===== src/rtl/index_decoder.sv =====
// rtl/index_decoder.sv - registered index-to-one-hot decoder with valid/ready output and sticky pending mask
module index_decoder #(
  parameter int IN_WIDTH  = 2,
  parameter int OUT_WIDTH = 2**IN_WIDTH
) (
  input  logic                 CLK,
  input  logic                 RST_N,
  input  logic                 IN_VALID,
  output logic                 IN_READY,
  input  logic [IN_WIDTH-1:0]  IN,
  input  logic                 ACK_VALID,
  input  logic [IN_WIDTH-1:0]  ACK_IDX,
  output logic [OUT_WIDTH-1:0] OUT,
  output logic                 OUT_VALID,
  input  logic                 OUT_READY,
  output logic [OUT_WIDTH-1:0] PENDING,
  output logic                 ERR
);

  // One extra bit so OUT_WIDTH == 2**IN_WIDTH is representable and indices compare untruncated.
  localparam logic [IN_WIDTH:0] LP_LIMIT = (IN_WIDTH+1)'(OUT_WIDTH);

  logic [OUT_WIDTH-1:0] r_out;
  logic                 r_out_valid;
  logic [OUT_WIDTH-1:0] r_pending;
  logic                 r_err;

  logic                 w_accept;
  logic                 w_in_range;
  logic                 w_ack_in_range;
  logic                 w_load;
  logic [OUT_WIDTH-1:0] w_set_mask;
  logic [OUT_WIDTH-1:0] w_clr_mask;

  assign IN_READY       = !r_out_valid || OUT_READY;
  assign w_accept       = IN_VALID && IN_READY;
  assign w_in_range     = {1'b0, IN} < LP_LIMIT;
  assign w_ack_in_range = {1'b0, ACK_IDX} < LP_LIMIT;
  assign w_load         = w_accept && w_in_range;

  assign w_set_mask = w_load ? (OUT_WIDTH'(1) << IN) : '0;
  assign w_clr_mask = (ACK_VALID && w_ack_in_range) ? (OUT_WIDTH'(1) << ACK_IDX) : '0;

  // Output word register: load on in-range accept, otherwise drop the word once consumed.
  always_ff @(posedge CLK) begin
    if (!RST_N) begin
      r_out       <= '0;
      r_out_valid <= 1'b0;
    end else if (w_load) begin
      r_out       <= w_set_mask;
      r_out_valid <= 1'b1;
    end else if (r_out_valid && OUT_READY) begin
      r_out       <= '0;
      r_out_valid <= 1'b0;
    end
  end

  // Pending mask: clear the acknowledged bit first, then OR in the new set so a collision keeps it set.
  always_ff @(posedge CLK) begin
    if (!RST_N) begin
      r_pending <= '0;
    end else begin
      r_pending <= (r_pending & ~w_clr_mask) | w_set_mask;
    end
  end

  // Error pulse: one cycle after an accepted out-of-range index.
  always_ff @(posedge CLK) begin
    if (!RST_N) begin
      r_err <= 1'b0;
    end else begin
      r_err <= w_accept && !w_in_range;
    end
  end

  assign OUT       = r_out;
  assign OUT_VALID = r_out_valid;
  assign PENDING   = r_pending;
  assign ERR       = r_err;

endmodule


===== config.mk =====
export PLATFORM = sky130hd
export DESIGN_NAME = index_decoder
export DESIGN_NICKNAME = d
export VERILOG_FILES = /design/src/rtl/index_decoder.sv
export SDC_FILE = /design/constraint.sdc
export NUM_CORES = 1
export LEC_CHECK = 0
export ABC_AREA = 1
export BUFFER_PORTS_ARGS = -buffer_cell sky130_fd_sc_hd__clkbuf_2
export CAP_MARGIN = 20
export CORE_AREA = 2 2 39 41
export CTS_CLUSTER_DIAMETER = 120
export DETAILED_ROUTE_END_ITERATION = 16
export DIE_AREA = 0 0 41 43
export SLEW_MARGIN = 20
export SYNTH_ARGS = -nofsm -noshare
export SYNTH_HDL_FRONTEND = slang
export SYNTH_SLANG_ARGS = --single-unit
export TNS_END_PERCENT = 1

===== constraint.sdc =====
create_clock -name CLK -period 0.88 [get_ports CLK]
set_input_delay 0.176 -clock CLK [delete_from_list [all_inputs] [get_ports CLK]]
set_output_delay 0.176 -clock CLK [all_outputs]
set_load 0.05 [all_outputs]

# --- After elaboration in Yosys (flattened, before gate mapping) ---
# Cells that the tools add are included.
op_classes:
  n_eq_ne: 0
  n_addsub: 0
  magnitude_cmp: 0
  n_reduce_logical: 5
  muxes: 6
  shift: 2
  div_mod_pow: 0
  n_mul: 0
  bitwise: 3
ops:
  columns: ["operator", "n"]
  rows:
  - ["4-bit 2-to-1 mux", 4]
  - ["1-bit by 2-bit left shift with 4-bit output (first input constant)", 2]
  - ["4-bit bitwise AND", 1]
  - ["4-bit NOT", 1]
  - ["4-bit bitwise OR", 1]
  - ["1-bit logical AND", 2]
  - ["1-bit 2-to-1 mux", 2]
  - ["2-bit nonzero test", 1]
  - ["1-bit logical NOT", 1]
  - ["1-bit logical OR", 1]
word_totals:
  mem_bits_ro: 0
  ff_bits: 9
  latch_bits: 0
  in_bits: 9
  ram_bits: 0
  wordCells: 19
  memories: 0
  output_inout_bits: 11

# --- Longest topological paths before layout ---
# Gate-level depths: netlist of the first run.
depth:
  depth_word: 5
  ltp_mapped: 4
  depth_no_buf: 4

# --- Least setup slack after synthesis of the first run ---
# OpenSTA, ideal clock, no wires.
synth_timing:
  kind: "flip-flop to flip-flop"
  start: "register r_out_valid (netlist: OUT_VALID)"
  end: "register r_out[1] (netlist: OUT[1])"
  setup_slack_ps: -523
  setup_ps: 121
  required_time_ps: 759
  path_stages_with_launch: 4
  n_path_buf: 0
  arrival_time_ps: 1282
  synth_period_minus_slack_ps: 1403
  path_cell_list: "dfxtp_1 > nand2_2 > nand3_1 > a21oi_1"
synth_via:
  elab_chain_len: 5
  word_cells_on_any_way: 7
  classes_between: "mux (2); reduce/logical (5)"
synth_rtl:
  columns: ["item", "line_no", "rtl"]
  rows:
  - ["from (decl)", "24", "logic r_out_valid;"]
  - ["from (signal assigned)", "48", "r_out_valid <= 1'b0;"]
  - ["from (signal assigned)", "51", "r_out_valid <= 1'b1;"]
  - ["from (signal assigned)", "54", "r_out_valid <= 1'b0;"]
  - ["1-bit logical NOT *", "35", "assign IN_READY = !r_out_valid || OUT_READY;"]
  - ["1-bit logical OR *", "35", null]
  - ["net IN_READY", "9", "output logic IN_READY,"]
  - ["1-bit logical AND *", "36", "assign w_accept = IN_VALID && IN_READY;"]
  - ["4-bit 2-to-1 mux", "41", "assign w_set_mask = w_load ? (OUT_WIDTH'(1) << IN) : '0;"]
  - ["4-bit 2-to-1 mux", "49", "end else if (w_load) begin"]
  - ["to (signal assigned)", "50", "r_out <= w_set_mask;"]
  - ["to (decl)", "23", "logic [OUT_WIDTH-1:0] r_out;"]
# Mark *: on every way through the listed nets, which the timed path passes. The rest lies on a longest branch.
# A chain may end at the register's enable or synchronous reset.

# --- Final worst setup path of the first run ---
layout_timing:
  start: "register r_out_valid (netlist: OUT_VALID)"
  end: "output port IN_READY"
layout_via:
  elab_chain_len: 2
layout_rtl:
  columns: ["item", "line_no"]
  rows:
  - ["1-bit logical NOT", "35"]
  - ["1-bit logical OR", "35"]
  - ["to (decl)", "9"]
# Every way passes these cells.

==> metrics.md, run 1 <==
| Metric | Value |
|---|---|
| Hold Vio Cnt, Final | 0 |
| Final setup vio count | 15 |
| Antenna diodes | 0 |
| Post-synthesis sequential area ratio | 0.472 |
| WHS | 0.225 ns |
| HPWL Detailed | 741 um |
| Post-Route WL | 992 um |
| Max-cap violations | 0 |
| Leakage power | 0.315 nW |
| Clk slew on worst S/H paths | 0.06 ns |
| Max IR drop VDD | 0.738 mV |
| Via count | 422 |
| Worst-path fanout max | 3 |
| Initial antenna violation count | 0 |
| GR Util All Layers | 0.135 |
| Clock share of power | 0.311 |
| Syn_area_per_cell | 7.34 um^2 |
| GR Overflow Total | 0 |
| Layout cells sized above 1 | 0.526 |
| Comb pwr share | 0.253 |
| Crit. End Element | primary output |
| Initial core utilization | 0.276 |
| Worst path required time | 0.70 ns |
| Die X | 41 um |
| First-pass GRT wire length | 1560 um |
| Unrepaired setup endpoints after global routing | true |
| Root buffer cell | clkbuf_4 |
| CP Class | reg2out |
| Failing checks | negative setup slack |
| Count of input and output buffers | 18 |
| Sequential power share | 0.435 |
| CP max-delay cell | dfxtp_4 |
| Pre-CTS setup slack | -0.00641 ns |
| Syn Inst Count | 52 |
| Vias per cell | 4.59 |
| Worst Hold End | PENDING[3]$_SDFF_PN0_ |
| CTS tree | yes |
| Crit path cell chain | nand2_8, clkbuf_16 |
| P_int | 0.000710 W |
| Skew final | 0.000500 ns |
| Period utilisation layout | 1.18 |
| Yosys Warn Count | 0 |
| Fmax | 963 MHz |
| Top Ports | 20 |
| CTS buffer count | 3 |
| Core ar. | 0.00138 mm^2 |
| WL/cell | 10.8 um |
| Arrival time at the worst endpoint | 0.86 ns |
| Hold depth | 4 |
| Vias in the first global route | 388 |
| Placer Congestion | 0.692 |
| FP Rows | 14 |
| Mapped Area | 382 um^2 |
| P&R area growth vs syn | 81.6% |
| FF-to-FF setup slack | -0.07 ns |
| Syn_nets | 61 |
| DR pass1 iterations | 4 |
| Largest stage delay on the critical path | 0.38 ns |
| FF+latch count, synth | 9 |
| Slew Limit Fails | 0 |
| Min-delay src | ACK_IDX[0] |
| Final Util | 0.501 |
| Worst R2R Start | OUT_VALID$_SDFFE_PN0P_ |
| Pwr/cell area | 1490 mW/mm^2 |
| Largest net degree at the start of global routing | 10 |
| Reg2Reg Depth | 5 |
| Hold-fix buffers, CTS | 0 |
| Final min period | 1.04 ns |
| Min-delay worst type | in2reg |
| Clk_lat worst skew | 0.26 ns |
| Initial DRC Count | 9 |
| Startpoint Class | register |
| Run status | complete, but fails checks |
| Nets | 86 |
| RR Endpoint | PENDING[0]$_SDFF_PN0_ |
| DIE AREA | 0.00176 mm^2 |
| Setup ws final | -0.159 ns |
| DRC violations left | 0 |
| Worst path bufs/invs | 1 |
| # clock sinks | 9 |
| Die height | 43 um |
| Post-DRT Antenna Nets | 0 |
| Synth unique cells | 12 |
| # H-tree levels | 1 |
| Switching Share | 0.312 |
| Psw | 0.000322 W |
| Clock buffer depth | 2 |
| Critical path's top delay family | flip-flops |
[through the flow]
| step | setup TNS, ns | std cells | power, W | area (um^2) |
|---|---|---|---|---|
| after floorplan | -0.0464 | 52 | 0.000594 | 408 |
| after global placement | 0 | 86 | 0.000650 | 518 |
| after detailed placement | -0.00641 | 86 | 0.000654 | 518 |
| after CTS | -1.13 | 92 | 0.00103 | 681 |
| after global routing | -1.68 | 92 | 0.00108 | 693 |
| final | -0.954 | 92 | 0.00103 | 693 |
[layout by cell type (no fill, tap or decap), drive strengths merged]
cell / netlist / layout
a21oi: 9 / 9
buf: 1 / 10
clkbuf: 0 / 15
clkinv: 1 / 1
conb: 1 / 1
dfxtp: 9 / 9
inv: 8 / 8
nand2: 8 / 8
nand3: 12 / 12
nor2: 3 / 3
[worst register-to-register path, cell delays in order (launching register included)]
cell and delay (ns):
dfxtp_4 0.38, nand2_8 0.05, buf_4 0.15, buf_4 0.13, nand3_2 0.06, a21oi_1 0.07
[kinds of logic (layout without fill, tap and decap cells)]
| kind of cell | after synthesis | count (layout) | synth area share |
|---|---|---|---|
| AO/OA/AOI/OAI | 9 | 9 | 0.118 |
| other | 1 | 1 | 0.00983 |
| flip-flops | 9 | 9 | 0.472 |
| AND/OR/NAND/NOR | 23 | 23 | 0.292 |
| buffers and inverters | 10 | 34 | 0.108 |
[area by class of cell]
class	count	area (um^2)
fill	135	691
timing repair buffer	21	231
sequential	9	194
multi-input combinational	33	188
inverter	9	33.8
clock buffer	4	26.3
tap	16	20.0
[power groups by stage]
stage                     registers [W]  logic [W]  clock network (W)
after floorplan                0.000518  0.0000757                  0
after global placement         0.000452   0.000199                  0
after detailed placement       0.000453   0.000202                  0
after CTS                      0.000446   0.000254           0.000329
after global routing           0.000452   0.000279           0.000353
final                          0.000449   0.000262           0.000321
[metal layers]
metal | track usage | wire length (um)
met1 | 0.131 | 379
met2 | 0.225 | 548
met3 | 0.0366 | 56
met4 | 0.100 | 8
met5 | 0 | 0
[timing repair]
item / in CTS / in global routing
pin swaps: 1 / 0
resized for setup: 25 / 8
setup endpoints to repair: 10 / 18
setup buffers: 2 / 0
[cells in the mapped netlist]
cell	n	share of area
a21oi_1	9	0.12
buf_4	1	0.020
clkinv_1	1	0.0098
conb_1	1	0.0098
dfxtp_1	9	0.47
inv_1	7	0.069
inv_2	1	0.0098
nand2_1	6	0.059
nand2_2	2	0.033
nand3_1	11	0.14
nand3_2	1	0.026
nor2_1	3	0.030
[worst max-delay path by stage]
stage	from	endpoint	cells past startpoint	slack, ns
after global routing	OUT_VALID$_SDFFE_PN0P_	IN_READY	2	-0.19
after detailed placement	OUT_READY	IN_READY	4	-0.006
after floorplan	OUT_VALID$_SDFFE_PN0P_	OUT[1]$_SDFFE_PN0P_	3	-0.007
after CTS	OUT_VALID$_SDFFE_PN0P_	IN_READY	2	-0.16
final	OUT_VALID$_SDFFE_PN0P_	IN_READY	2	-0.16
after global placement	OUT_READY	IN_READY	4	0.003
[state kept, by name (all words and copies together), names as in the netlist]
signal / cells
PENDING: 4
OUT: 4
OUT_VALID: 1
(Power assumes the default switching activity.)
==> run 2, diff against run 1 <==
ABC_AREA = not set   (was 1)
==> run 2 against run 1 <==
  * The flow still finishes with violations (negative setup slack)
  * Clock-buffer cell count unchanged
  * Cell count decreased by 14%
  * Setup slack got worse by 0.17 ns
  * Global-route usage increased by 0.17 points
  * Area after synthesis decreased by 2.6%
  * Critical path depth increased by 1
  * Sequential share of layout area decreased by 0.64 points
  * Power increased by 1.9%
  * Flip-flop and latch count unchanged
  * Die area unchanged
  * Critical endpoint unchanged
  * Largest cell class unchanged
  * Largest power group unchanged
==> metrics.md, run 2 <==
| Metric | Value |
|---|---|
| Largest net degree at the start of global routing | 6 (-4) |
| Hold Vio Cnt, Final | 0 (unchanged) |
| Period utilisation layout | 1.37 (+0.194) |
| Core ar. | 0.00138 mm^2 (unchanged) |
| P&R area growth vs syn | 90.9% |
| Critical path launch point | OUT_VALID$_SDFFE_PN0P_ |
| Leakage power | 0.301 nW (-4.4%) |
| Initial core utilization | 0.269 (-0.00723) |
| Yosys top cell area share | 0.485 (+0.0127) |
| Dpl cell area | 517 um^2 (-0.24%) |
| Die X | 41 um (unchanged) |
| DR pass1 iterations | 2 (-2) |
| Min-delay worst type | in2reg |
| GR Util All Layers | 0.137 (+0.00174) |
| Syn_nets | 46 (-25%) |
| Worst path required time | 0.70 ns (about the same) |
| Post-synth EDFFs | 0 (unchanged) |
| Final Cell Area | 709 um^2 (+2.3%) |
| Metal3 WL | 84 um (+50%) |
| # clock sinks | 9 (unchanged) |
| RR Endpoint | OUT[1]$_SDFFE_PN0P_ |
| Final Util | 0.513 (+0.0118) |
| Finished Layout Cells | 79 (-14%) |
| Top Metal Used | met4 |
| Syn Inst Count | 37 (-29%) |
| Worst R2R Start | OUT_VALID$_SDFFE_PN0P_ |
| Placer Congestion | 0.624 (-9.9%) |
| Layout cells sized above 1 | 0.667 (+0.140) |
| DRC violations left | 0 (unchanged) |
| Final setup vio count | 18 (+3) |
| Via count | 369 (-13%) |
| Clock buffer depth | 2 (unchanged) |
| Clk slew on worst S/H paths | 0.06 ns (about the same) |
| Commonest non-fill, non-tap cells in the layout | dfxtp_2 (8), clkbuf_2 (8), buf_8 (8) |
| HPWL Detailed | 662 um (-11%) |
| Reg2Reg Depth | 4 (-1) |
| Mapped Area | 372 um^2 (-2.6%) |
| Initial DRC Count | 3 (-6) |
| Post-Route WL | 952 um (-4.0%) |
| # H-tree levels | 1 (unchanged) |
| Die height | 43 um (unchanged) |
| Crit path capture | IN_READY |
| FF-to-FF setup slack | -0.23 ns (-0.16 ns) |
| Clk_lat worst skew | 0.26 ns (about the same) |
| Syn_area_per_cell | 10.0 um^2 (+37%) |
| Most frequent cell after synthesis | dfxtp_1 |
| Skew final | 0.00172 ns (+0.00122 ns) |
| First-pass GRT wire length | 1500 um (-3.5%) |
| GR Overflow Total | 0 (unchanged) |
| FF+latch count, synth | 9 (unchanged) |
| Slew Limit Fails | 0 (unchanged) |
| Root buffer cell | clkbuf_4 |
| DP Cell Count | 74 (-14%) |
| Setup ws final | -0.330 ns (-0.171 ns) |
| Pwr/cell area | 1480 mW/mm^2 (-0.43%) |
| Crit. End Element | primary output |
| Final min period | 1.21 ns (+0.171 ns) |
| Post-DRT Antenna Nets | 0 (unchanged) |
| Run status | complete, but fails checks |
| Largest stage delay on the critical path | 0.34 ns (-0.04 ns) |
| CTS tree | yes |
| M1 WL | 379 um (unchanged) |
| Vias per cell | 4.67 (+1.8%) |
| Vias in the first global route | 374 (-3.6%) |
| CTS buffer count | 3 (unchanged) |
| Failing checks | negative setup slack |
| Count of input and output buffers | 18 (unchanged) |
| Synth unique cells | 21 (+9) |
| WL/cell | 12.1 um (+12%) |
| Top post-synthesis cells by count | dfxtp_1 (9), nand2_1 (3), nand3_1 (3) |
| Yosys Warn Count | 0 (unchanged) |
| Antenna diodes | 0 (unchanged) |
| CP Class | reg2out |
| Nets | 73 (-15%) |
| Predominant post-synthesis flop cell | dfxtp_1 |
| Dominant cell type by area after synthesis | dfxtp_1 |
| Unrepaired setup endpoints after global routing | true |
| Crit path cell chain | nor2b_4, clkinvlp_4, buf_8 |
| Max-cap violations | 0 (unchanged) |
| Fmax | 827 MHz (-14%) |
| Post-synthesis sequential area ratio | 0.485 (+0.0127) |
| Met2 Routed Length | 455 um (-17%) |
| Pre-CTS setup slack | -0.172 ns (-0.166 ns) |
| Area contributors post-synth | dfxtp_1 (48%), o2bb2ai_1 (4.7%), nand3_1 (4.0%) |
| Top Ports | 20 (unchanged) |
| DIE AREA | 0.00176 mm^2 (unchanged) |
| CP max-delay cell | dfxtp_4 |
| Startpoint Class | register |
| Setup TNS | -2.15 ns (-1.19 ns) |
| Max IR drop VDD | 0.740 mV (+0.27%) |
| Initial antenna violation count | 0 (unchanged) |
| Post-synth ARST share | 0 (unchanged) |
| Worst-path fanout max | 2 (-1) |
| Arrival time at the worst endpoint | 1.03 ns (+0.17 ns) |
| FP Rows | 14 (unchanged) |
## run 2: cell type report
class	instances	area, um^2
Inverter	1	7.51
Sequential cell	9	194
Tap cell	16	20.0
Multi-Input combinational cell	25	206
Timing Repair Buffer	24	255
Clock buffer	4	26.3
Fill cell	130	674
## run 2: power by group
part           switching [W]  leakage (nW)  internal (W)
sequential         0.0000155        0.0777      0.000430
combinational       0.000156         0.208      0.000127
clock               0.000149        0.0150      0.000175
## run 2: worst min-delay path by stage
stage | from | end | slack [ns] | depth (start not counted)
finish | IN_VALID | OUT_VALID$_SDFFE_PN0P_ | 0.18 | 2
global route | RST_N | OUT_VALID$_SDFFE_PN0P_ | 0.18 | 2
CTS | IN_VALID | OUT_VALID$_SDFFE_PN0P_ | 0.17 | 2
detailed placement | IN_VALID | OUT_VALID$_SDFFE_PN0P_ | 0.44 | 2
global placement | OUT[0]$_SDFFE_PN0P_ | OUT[0]$_SDFFE_PN0P_ | 0.44 | 1
floorplan | IN_VALID | OUT_VALID$_SDFFE_PN0P_ | 0.30 | 1
## run 2: routing by layer
layer	up-vias	track usage
li1	186	-
met2	15	0.191
met3	4	0.0576
met1	164	0.140
met5	-	0
met4	0	0.140
## run 2: repair_timing
item,CTS,global route
endpoints found under the setup margin,18,19
hold buffers,0,0
pin swaps,2,0
buffers inserted,1,0
resized for setup,34,8
## run 2: cells by family after synthesis
logic type / after synthesis / share of synthesized area
flops: 9 / 0.485
compound gates: 11 / 0.229
simple gates: 13 / 0.226
buf+inv: 3 / 0.0505
other cells: 1 / 0.0101
## run 2: worst max-delay path, delay by kind of cell, from the launching register on
| kind | cells | cell delay [ns] |
|---|---|---|
| and+or+nand+nor | 1 | 0.16 |
| buffers and inverters | 2 | 0.27 |
| DFF | 1 | 0.34 |
## run 2: through the flow
step / hold slack [ns] / total power [W]
detailed placement: 0.444 / 0.000656
global route: 0.176 / 0.00111
CTS: 0.173 / 0.00105
finish: 0.184 / 0.00105
global placement: 0.441 / 0.000654
floorplan: 0.299 / 0.000586
